`src/rtl/union_reg_pkg.sv`:
```
// Shared types for the union register arbiter: the 32-bit packed union, the
// owner encodings and the arbitration FSM states.
package union_reg_pkg;

    typedef struct packed {
        logic [15:0] data1;
        logic [15:0] data2;
    } data_member;

    // Nibbles 7..4 overlay data1 and nibbles 3..0 overlay data2.
    typedef union packed {
        data_member      op1;
        logic [7:0][3:0] op_2;
    } union_s1;

    typedef enum logic [1:0] {
        OWN_IDLE = 2'b00,
        OWN_A    = 2'b01,
        OWN_B    = 2'b10
    } owner_e;

    typedef enum logic [1:0] {
        S_IDLE  = 2'b00,
        S_ACK_A = 2'b01,
        S_ACK_B = 2'b10
    } arb_state_e;

endpackage

```
`src/rtl/rr_arb2.sv`:
```
// Two-input round-robin arbiter; on contention the requester that was not
// granted last wins. Grant is one-hot: bit 0 = A, bit 1 = B.
module rr_arb2 (
    input  logic       i_req_a,
    input  logic       i_req_b,
    input  logic       i_rr_last,
    output logic [1:0] o_grant
);

    always_comb begin
        o_grant = 2'b00;
        if (i_req_a && i_req_b) begin
            o_grant = i_rr_last ? 2'b01 : 2'b10;
        end else if (i_req_a) begin
            o_grant = 2'b01;
        end else if (i_req_b) begin
            o_grant = 2'b10;
        end
    end

endmodule

```
`src/rtl/union_reg_arbiter.sv`:
```
// Arbitrates a half-word requester (A) and a nibble requester (B) onto one
// shared 32-bit union register; free-running steps advance it when idle.
module union_reg_arbiter
    import union_reg_pkg::*;
#(
    parameter int STEP1 = 5,
    parameter int STEP2 = 6
) (
    input  logic        clk,
    input  logic        rst,
    input  logic        a_valid,
    output logic        a_ready,
    input  logic        a_sel,
    input  logic        a_add,
    input  logic [15:0] a_data,
    input  logic        b_valid,
    output logic        b_ready,
    input  logic [2:0]  b_idx,
    input  logic [3:0]  b_nib,
    input  logic        tick_en,
    output union_s1     word,
    output logic [1:0]  owner
);

    localparam logic [15:0] STEP1_W = 16'(STEP1);
    localparam logic [15:0] STEP2_W = 16'(STEP2);

    arb_state_e r_state;
    arb_state_e w_state_nxt;
    logic       r_rr_last;
    union_s1    r_word;
    union_s1    w_word_nxt;
    logic [1:0] w_grant;

    rr_arb2 u_rr_arb2 (
        .i_req_a   (a_valid),
        .i_req_b   (b_valid),
        .i_rr_last (r_rr_last),
        .o_grant   (w_grant)
    );

    always_ff @(posedge clk or posedge rst) begin
        if (rst) begin
            r_state   <= S_IDLE;
            r_rr_last <= 1'b1;
            r_word    <= '0;
        end else begin
            r_state <= w_state_nxt;
            r_word  <= w_word_nxt;
            if (r_state == S_ACK_A) begin
                r_rr_last <= 1'b0;
            end else if (r_state == S_ACK_B) begin
                r_rr_last <= 1'b1;
            end
        end
    end

    // Any pending request suppresses the idle step for that cycle.
    always_comb begin
        w_state_nxt = r_state;
        w_word_nxt  = r_word;
        case (r_state)
            S_IDLE: begin
                if (w_grant[0]) begin
                    w_state_nxt = S_ACK_A;
                end else if (w_grant[1]) begin
                    w_state_nxt = S_ACK_B;
                end else if (tick_en) begin
                    w_word_nxt.op1.data1 = r_word.op1.data1 + STEP1_W;
                    w_word_nxt.op1.data2 = r_word.op1.data2 + STEP2_W;
                end
            end
            S_ACK_A: begin
                w_state_nxt = S_IDLE;
                if (a_sel) begin
                    w_word_nxt.op1.data2 = a_add ? (r_word.op1.data2 + a_data) : a_data;
                end else begin
                    w_word_nxt.op1.data1 = a_add ? (r_word.op1.data1 + a_data) : a_data;
                end
            end
            S_ACK_B: begin
                w_state_nxt           = S_IDLE;
                w_word_nxt.op_2[b_idx] = b_nib;
            end
            default: w_state_nxt = S_IDLE;
        endcase
    end

    assign a_ready = (r_state == S_ACK_A);
    assign b_ready = (r_state == S_ACK_B);
    assign owner   = (r_state == S_ACK_A) ? OWN_A :
                     (r_state == S_ACK_B) ? OWN_B : OWN_IDLE;
    assign word    = r_word;

endmodule

```
`config.mk`:
```
export PLATFORM = sky130hd
export DESIGN_NAME = union_reg_arbiter
export DESIGN_NICKNAME = d
export VERILOG_FILES = /design/src/rtl/union_reg_pkg.sv /design/src/rtl/rr_arb2.sv /design/src/rtl/union_reg_arbiter.sv
export SDC_FILE = /design/constraint.sdc
export NUM_CORES = 1
export LEC_CHECK = 0
export CAP_MARGIN = 20
export CORE_ASPECT_RATIO = 0.7
export CORE_MARGIN = 1.5
export CORE_UTILIZATION = 61
export DETAILED_ROUTE_END_ITERATION = 8
export PLACE_DENSITY = 0.88
export SLEW_MARGIN = 30
export SYNTH_ARGS = -nofsm -noshare
export SYNTH_HDL_FRONTEND = slang
export SYNTH_SLANG_ARGS = --single-unit
export TNS_END_PERCENT = 20
```
`constraint.sdc`:
```
create_clock -name clk -period 5.9 [get_ports clk]
set_clock_uncertainty 0.15 [all_clocks]
set_input_delay 1.18 -clock clk [delete_from_list [all_inputs] [get_ports clk]]
set_output_delay 1.18 -clock clk [all_outputs]
set_load 0.01 [all_outputs]
```
### Word level (Yosys, flattened, before mapping)

Index checks and enable logic that the tools add are counted.

| word-level totals | value |
|---|---|
| output and inout port bits | 36 |
| word-level logic and storage cells | 47 |
| register bits | 35 |

| cells by class | value |
|---|---|
| eq/ne operators | 8 |
| add/sub/neg operators | 4 |
| order comparisons | 2 |
| reductions and logical operators | 7 |
| muxes and demuxes | 22 |

Operators with widths:

| kind | number |
|---|---|
| $mux W32 | 3 |
| $pmux W32 S3 | 1 |
| $mux W16 | 4 |
| $add A16 B16 Y16 | 2 |
| $add A16 B3 Y16 const B | 2 |
| $bwmux W32 | 1 |
| $mux W2 | 9 |
| $demux W4 S3 | 1 |
| $reduce_and A5 Y1 | 2 |
| $ne A2 B2 Y1 const B | 4 |
| $lt A3 B4 Y1 const B | 1 |
| $mux W4 | 1 |
| $ge A3 B1 Y1 const B | 1 |
| $ne A3 B1 Y1 const B | 1 |
| $reduce_bool A3 Y1 | 1 |
| $eq A2 B1 Y1 const B | 1 |
| $eq A2 B2 Y1 const B | 1 |
| $logic_and A1 B1 Y1 | 2 |
| $logic_not A2 Y1 | 1 |
| $mux W1 | 2 |
| $ne A2 B1 Y1 const B | 1 |
| $reduce_bool A2 Y1 | 1 |

### Logic depth before layout (Yosys ltp)

Gate-level depths: netlist of the first run.

| logic depth | value |
|---|---|
| depth after elaboration | 6 |
| gate-level depth with buffers | 10 |

### By module

A second synthesis of the first run with hierarchy kept.

| second synthesis, totals | value |
|---|---|
| cells, all modules | 594 |
| area, all modules | 4576.9 µm² |

By module, submodules not included:

| module | times used | cells each | seq. area each (µm²) | area an instance (µm²) |
|---|---|---|---|---|
| union_reg_arbiter | 1 | 591 | 877.1 | 4558.1 |
| rr_arb2 | 1 | 3 | 0.0 | 18.8 |

### Worst setup path before layout of the first run

Ideal clock, no wire load.

| path | value |
|---|---|
| path kind | input-to-reg |
| from | in a_data[1] |
| to | reg r_word, in the netlist word[15] |
| path slack | 2653 ps |
| arrival | 2975 ps |
| library setup time | 122 ps |
| cell stages on the path | 8 |
| cells stage by stage | ha_1 > a21oi_2 > nor2b_2 > a311o_1 > a31oi_4 > o21ai_1 > or4b_1 > o2111a_1 |

| on the way | value |
|---|---|
| cells in the longest elaborated chain, start to end | 4 |

RTL lines:

| element | line | text |
|---|---|---|
| start, declared | union_reg_arbiter.sv:15 | `input logic [15:0] a_data,` |
| $add A16 B16 Y16 | union_reg_arbiter.sv:76 | `w_word_nxt.op1.data2 = a_add ? (r_word.op1.data2 + a_data) : a_data;` |
| $mux W16 | union_reg_arbiter.sv:76 |  |
| $mux W16 | union_reg_arbiter.sv:75 | `if (a_sel) begin` |
| $pmux W32 S3 | union_reg_arbiter.sv:62 | `case (r_state)` |
| end signal, assigned | union_reg_arbiter.sv:49 | `r_word <= w_word_nxt;` |
| end, declared | union_reg_arbiter.sv:31 | `union_s1 r_word;` |

Every way passes these cells. The select of a mux whose other input is x is not followed.
A chain may end at the register's enable or synchronous reset.

### Final worst setup path of the first run

| path | value |
|---|---|
| from | in a_valid |
| to | reg r_word, in the netlist word[21] |

| on the way | value |
|---|---|
| cells in the longest elaborated chain, start to end | 4 |
| elaborated cells on any way between the ends | 6 |

RTL lines:

| element | line | text |
|---|---|---|
| start, declared | union_reg_arbiter.sv:11 | `input logic a_valid,` |
| $mux W2 or $logic_and A1 B1 Y1 (tied branches) | rr_arb2.sv:14, rr_arb2.sv:12 |  |
| $mux W2 * | rr_arb2.sv:12 | `if (i_req_a && i_req_b) begin` |
| $ne A2 B2 Y1 (no line) | n/a |  |
| $reduce_and A5 Y1 (no line) * | n/a |  |

Mark *: on every way between the ends. The rest lies on a longest branch, timed or not.

==> impl_metrics.toml, run 1 <==
[status]
status = "complete, no violations"

[clock_network]
cts.sinks = 35
cts_inserted_buffers = 5
cts_setup_buffers = 0
ctsResizeCount = 0
htree_levels = 2
cts_hold_buf = 0
cts-root-buf = "clkbuf_8"
cts.clk_slew.worst_paths_ns = 0.08
clk_latency_ns = 0.29
cts_tree = "built"
clock_path_buffers = 2

[detailed_routing]
drt-pass1-iter-count = 5
drtIter0Drc = 497
drtAntennaViolNets = 0
post_drt_wl_per_cell_um = 19.4
drc = 0
via_count = 5109
routed_wl_mm = 14.8
vias_per_cell = 6.70

[yosys]
synth_xor_area_frac = 0.0390
syn_inst = 623
synthAdderAreaFrac = 0.104
muxShareOfSynthArea = 0.0844
yosys_warnings = 0
ys_types = 73
synth_top_family_by_area = "compound AO/OA/AOI/OAI gates"
async_flop_share = 1.00
synthesis.nets = 691
ys_seq_area_frac = 0.186
syn_avg_cell_area_um2 = 7.56
synthSimpleGateAreaFrac = 0.238
synth-seq-cells = 35
synth-edff-count = 0
synth_compound_area_frac = 0.299
ys.flop_type = "dfrtp_1"
syn_area_um2 = 4710

[global_route]
grt-busiest-layer = "met1"
grt_use_met3 = 0.0582
grt_pass1_vias = 4650
grt_pass1_wl_mm = 23.8
grt_max_degree = 38
antenna_found_initial = 0
grt-ovfl-total = 0
use_met2 = 0.547
grt_util_met1 = 0.548
gr-usage-all-layers = 0.366

[floorplanning]
pin_count = 66
fp.dieArea_um2 = 8270
num_rows = 26
start_util = 0.638
die_w_um = 108
die_y_um = 76.5
core_um2 = 7380

[setup_path]
crit_fanout = 16
worstPathArrival_ns = 3.87
crit_required_ns = 5.91
end_kind = "flop"
critPathLaunchType = "input port"
reg2reg_slack_ns = 2.79
critical_path_class = "input port to flop"

[placed_design]
place_congestion = 0.969
numPortBuffers = 65
hpwl_mm = 10.9
place_area_um2 = 5350

[pwr]
power_density_nw_per_um2 = 575
vdd_drop_max_uv = 442
p_leak_nw = 2.18

[job]
cap_violations = 0

[timing]
finalSetupTns_ns = 0
setup_viol = 0
fmaxAchievable_ghz = 0.259
period_needed_ns = 3.86
relSlewSlack = 0.311
worst_pin_slew_ns = 1.03
grt_setup_unrepaired = "false"
hold_viol_final = 0
drv_slew = 0
fin_crit_sh = 0.653

[cells_and_area]
fin_area_um2 = 5470
final.fill_count = 614
fin_nets = 731
diodes = 0
drive_above_1_share = 0.0783
syn2layout_area_growth_pct = 16.1

[worst_hold_path]
hold_class = "flop to flop"
## logic make-up (layout without fill, tap and decap cells)
family / Yosys count / count (layout)
DFF: 35 / 35
xor gates and xnor gates: 21 / 21
adders and majority gates: 38 / 38
and+or+nand+nor: 221 / 221
AOI/OAI and AO/OA: 217 / 217
buffers and inverters: 54 / 95
muxes: 37 / 37
## flip-flops by register name, indices dropped and copies added (netlist names)
signal	count
r_rr_last	1
r_state	2
word	32
## critical path, cell delays in order
cell             delay [ns]
clkdlybuf4s50_1        0.46
or3b_4                 0.41
a21oi_1                0.31
and2_1                 0.64
nand2_1                0.34
a221o_1                0.33
a21oi_1                0.14
a211oi_1               0.06
## layout by cell type, fill, tap and decap left out, types with 3 or more instances in the layout
cell,synthesis,routed
o211ai_1,13,13
a221oi_1,7,7
nor3b_1,5,5
inv_1,17,17
clkbuf_8,0,6
mux2i_1,15,15
o21ai_1,3,3
a21o_1,18,18
buf_4,4,5
o21a_1,5,5
clkdlybuf4s50_1,0,65
a211o_1,4,4
o221ai_1,5,5
o21bai_1,4,4
mux2_2,22,22
dfrtp_1,34,34
nand2_1,55,55
xor2_1,8,8
nor2b_1,11,11
nand3_1,25,25
nor4_1,5,5
a31oi_1,6,6
a211oi_1,7,7
xnor2_1,13,13
and2_1,5,5
a41oi_1,3,3
and3_1,5,5
ha_1,36,36
nor2_1,51,51
nand4_1,7,7
a21oi_1,63,63
nand3b_1,4,4
nand2b_1,6,6
o21ai_0,51,51
o22ai_1,3,3
o31ai_1,3,3
nor3_1,20,20
nor4b_1,3,3
## path summary, 6_finish.rpt
check / endpoint / cells after the start / from
min in group asynchronous: word[14]$_DFFE_PP0P_ / 2 / rst
min reg2reg: r_rr_last$_DFFE_PP1N_ / 2 / r_rr_last$_DFFE_PP1N_
max reg2reg: word[13]$_DFFE_PP0P_ / 8 / r_state[0]$_DFFE_PP0P_
max: word[21]$_DFFE_PP0P_ / 8 / a_valid
max in group asynchronous: word[24]$_DFFE_PP0P_ / 3 / rst
min: r_rr_last$_DFFE_PP1N_ / 2 / r_rr_last$_DFFE_PP1N_
## layout make-up
| type | count | area, µm² | share of cell area |
|---|---|---|---|
| clock buffer | 6 | 82.6 | 0.0151 |
| clock inverter | 2 | 35.0 | 0.00640 |
| inverter | 17 | 63.8 | 0.0117 |
| multi-input combinational | 534 | 3600 | 0.658 |
| sequential | 35 | 877 | 0.160 |
| tap | 98 | 123 | 0.0224 |
| timing repair buffer | 70 | 688 | 0.126 |
## report_power, final
group	internal (mW)	leakage (nW)	switching, mW
clock network	0.137	0.0612	0.101
logic	0.998	1.69	1.32
registers	0.364	0.426	0.226
total	1.50	2.18	1.65
## routing by layer
metal	wire length, µm	part of all wire
met5	0	0
met4	227	0.015
met3	1480	0.10
met2	6300	0.43
met1	6750	0.46
## Yosys cell counts (6+ instances only)
library cell / count / area [µm²]
mux2_2: 22 / 248
dfrtp_1: 34 / 851
nand2b_1: 6 / 37.5
nor2_1: 51 / 191
xor2_1: 8 / 70.1
nor2b_1: 11 / 68.8
nand2_1: 55 / 206
clkbuf_1: 19 / 71.3
nand4_1: 7 / 43.8
buf_2: 12 / 60.1
mux2i_1: 15 / 150
xnor2_1: 13 / 114
a211oi_1: 7 / 52.6
a21oi_1: 63 / 315
inv_1: 17 / 63.8
o211ai_1: 13 / 97.6
ha_1: 36 / 450
nor3_1: 20 / 100
a21o_1: 18 / 135
a221oi_1: 7 / 61.3
nand3_1: 25 / 125
o21ai_0: 51 / 255
a31oi_1: 6 / 37.5
## per-stage QoR
step	std cells	setup slack, ns	util	power [mW]	hold slack [ns]
after detailed placement	754	1.78	0.725	2.85	0.353
after global routing	762	1.86	0.741	3.41	0.394
final	762	2.04	0.741	3.15	0.361
after CTS	762	2.09	0.741	3.09	0.365
after floorplan	623	2.65	-	2.19	0.332
after global placement	754	1.85	0.725	2.78	0.343
(Power assumes the default switching activity.)
==> run 2: changes to the inputs <==
- CORE_UTILIZATION: 61 -> 51
- PLACE_DENSITY: 0.88 -> 0.78
- clock period: 5.9 -> 3.4 ns (I/O delays scaled with it)
==> impl_metrics.toml, run 2 (synthesized netlist as in run 1, its figures left out) <==
[status]
status = "complete, no violations"

[cells_and_area]
mostFrequentLayoutCells = "clkdlybuf4s50_1, a21oi_1, nand2_1"
syn2layout_area_growth_pct = 24.9
diodes = 0
fin_util = 0.652
drive_above_1_share = 0.138
fin_nets = 778
final_common_cell = "clkdlybuf4s50_1"
largest_register_ffs = 32

[timing]
grt_setup_unrepaired = "false"
drv_slew = 0
finalSetupTns_ns = 0
hold_viol_final = 0
fin_crit_sh = 0.924
hold_slack_ns = 0.362
worst_pin_slew_ns = 0.576
setup_viol = 0
relSlewSlack = 0.616
period_needed_ns = 3.14
fmaxAchievable_ghz = 0.318

[floorplanning]
core_um2 = 9030
num_rows = 29
fp.dieArea_um2 = 9830
die_w_um = 118
pin_count = 66
start_util = 0.522
die_y_um = 83.4

[worst_hold_path]
hold_class = "flop to flop"
holdPathStages = 2

[placed_design]
hpwl_mm = 12.0
place_congestion = 0.975
numPortBuffers = 65

[clock_network]
cts.clk_slew.worst_paths_ns = 0.06
htree_levels = 2
clk_latency_ns = 0.29
cts_inserted_buffers = 5
cts-root-buf = "clkbuf_16"
ctsResizeCount = 0
clock_path_buffers = 2
cts_tree = "built"
cts_hold_buf = 0
cts_setup_buffers = 0
cts.sinks = 35

[setup_path]
end_kind = "flop"
crit_required_ns = 3.42
worstPathArrival_ns = 3.16
ff2ff_path_depth = 9
crit_fanout = 5
critical_path_class = "input port to flop"
critPathLaunchType = "input port"

[global_route]
gr-usage-all-layers = 0.327
grt-ovfl-total = 0
grt_pass1_wl_mm = 25.9
grt_max_degree = 36
antenna_found_initial = 0
grt_pass1_vias = 4988

[job]
cap_violations = 0

[detailed_routing]
vias_per_cell = 6.38
drtIter0Drc = 585
via_count = 5328
post_drt_wl_per_cell_um = 19.0
drtAntennaViolNets = 0
drc = 0
routed_wl_mm = 15.9
drt-pass1-iter-count = 6

[pwr]
power_density_nw_per_um2 = 1000
vdd_drop_max_uv = 543
totalPowerFinal_mw = 5.89
p_leak_nw = 2.42
==> run 2: stage by stage <==
step | cell area, µm² | setup WS (ns) | cells
final | 5890 | 0.259 | 835
after global routing | 5890 | 0.107 | 835
after CTS | 5890 | 0.314 | 835
after detailed placement | 5740 | 0.0190 | 827
after global placement | 5740 | 0.0781 | 827
after floorplan | 4710 | 0.653 | 623
==> run 2: area by class of cell <==
type                       instances  area, µm²
multi-input combinational        534       3600
fill                             788       3150
clock inverter                     1       5.00
sequential                        35        877
clock buffer                       7        143
tap                              124        155
timing repair buffer             117       1040
inverter                          17       63.8
==> run 2: worst max-delay path: stages <==
cell,delay [ns]
clkdlybuf4s50_1,0.55
ha_1,0.46
nand4_1,0.13
a211oi_1,0.26
a221oi_1,0.12
buf_4,0.17
nor3b_1,0.32
mux2i_1,0.22
and4_1,0.20
a21oi_1,0.04
==> run 2: routing by layer <==
layer,up-vias,track usage,wire [µm]
met4,0,0.0754,262
li1,2513,-,-
met2,329,0.496,6690
met1,2447,0.468,7160
met3,39,0.0797,1790
met5,-,0,0
==> run 2: power breakdown <==
| group | switching, mW | total (mW) | internal [mW] |
|---|---|---|---|
| clock | 0.198 | 0.489 | 0.291 |
| sequential | 0.414 | 1.05 | 0.633 |
| combinational | 2.37 | 4.35 | 1.98 |
| total | 2.99 | 5.89 | 2.90 |
==> run 2: worst paths after layout <==
check	from	endpoint	slack, ns
setup / recovery	a_data[8]	word[31]$_DFFE_PP0P_	0.26
min in group asynchronous	rst	r_state[1]$_DFFE_PP0P_	0.67
hold reg to reg	r_rr_last$_DFFE_PP1N_	r_rr_last$_DFFE_PP1N_	0.36
hold / removal	r_rr_last$_DFFE_PP1N_	r_rr_last$_DFFE_PP1N_	0.36
max in group asynchronous	rst	word[21]$_DFFE_PP0P_	2.05
setup reg to reg	word[1]$_DFFE_PP0P_	word[15]$_DFFE_PP0P_	0.46
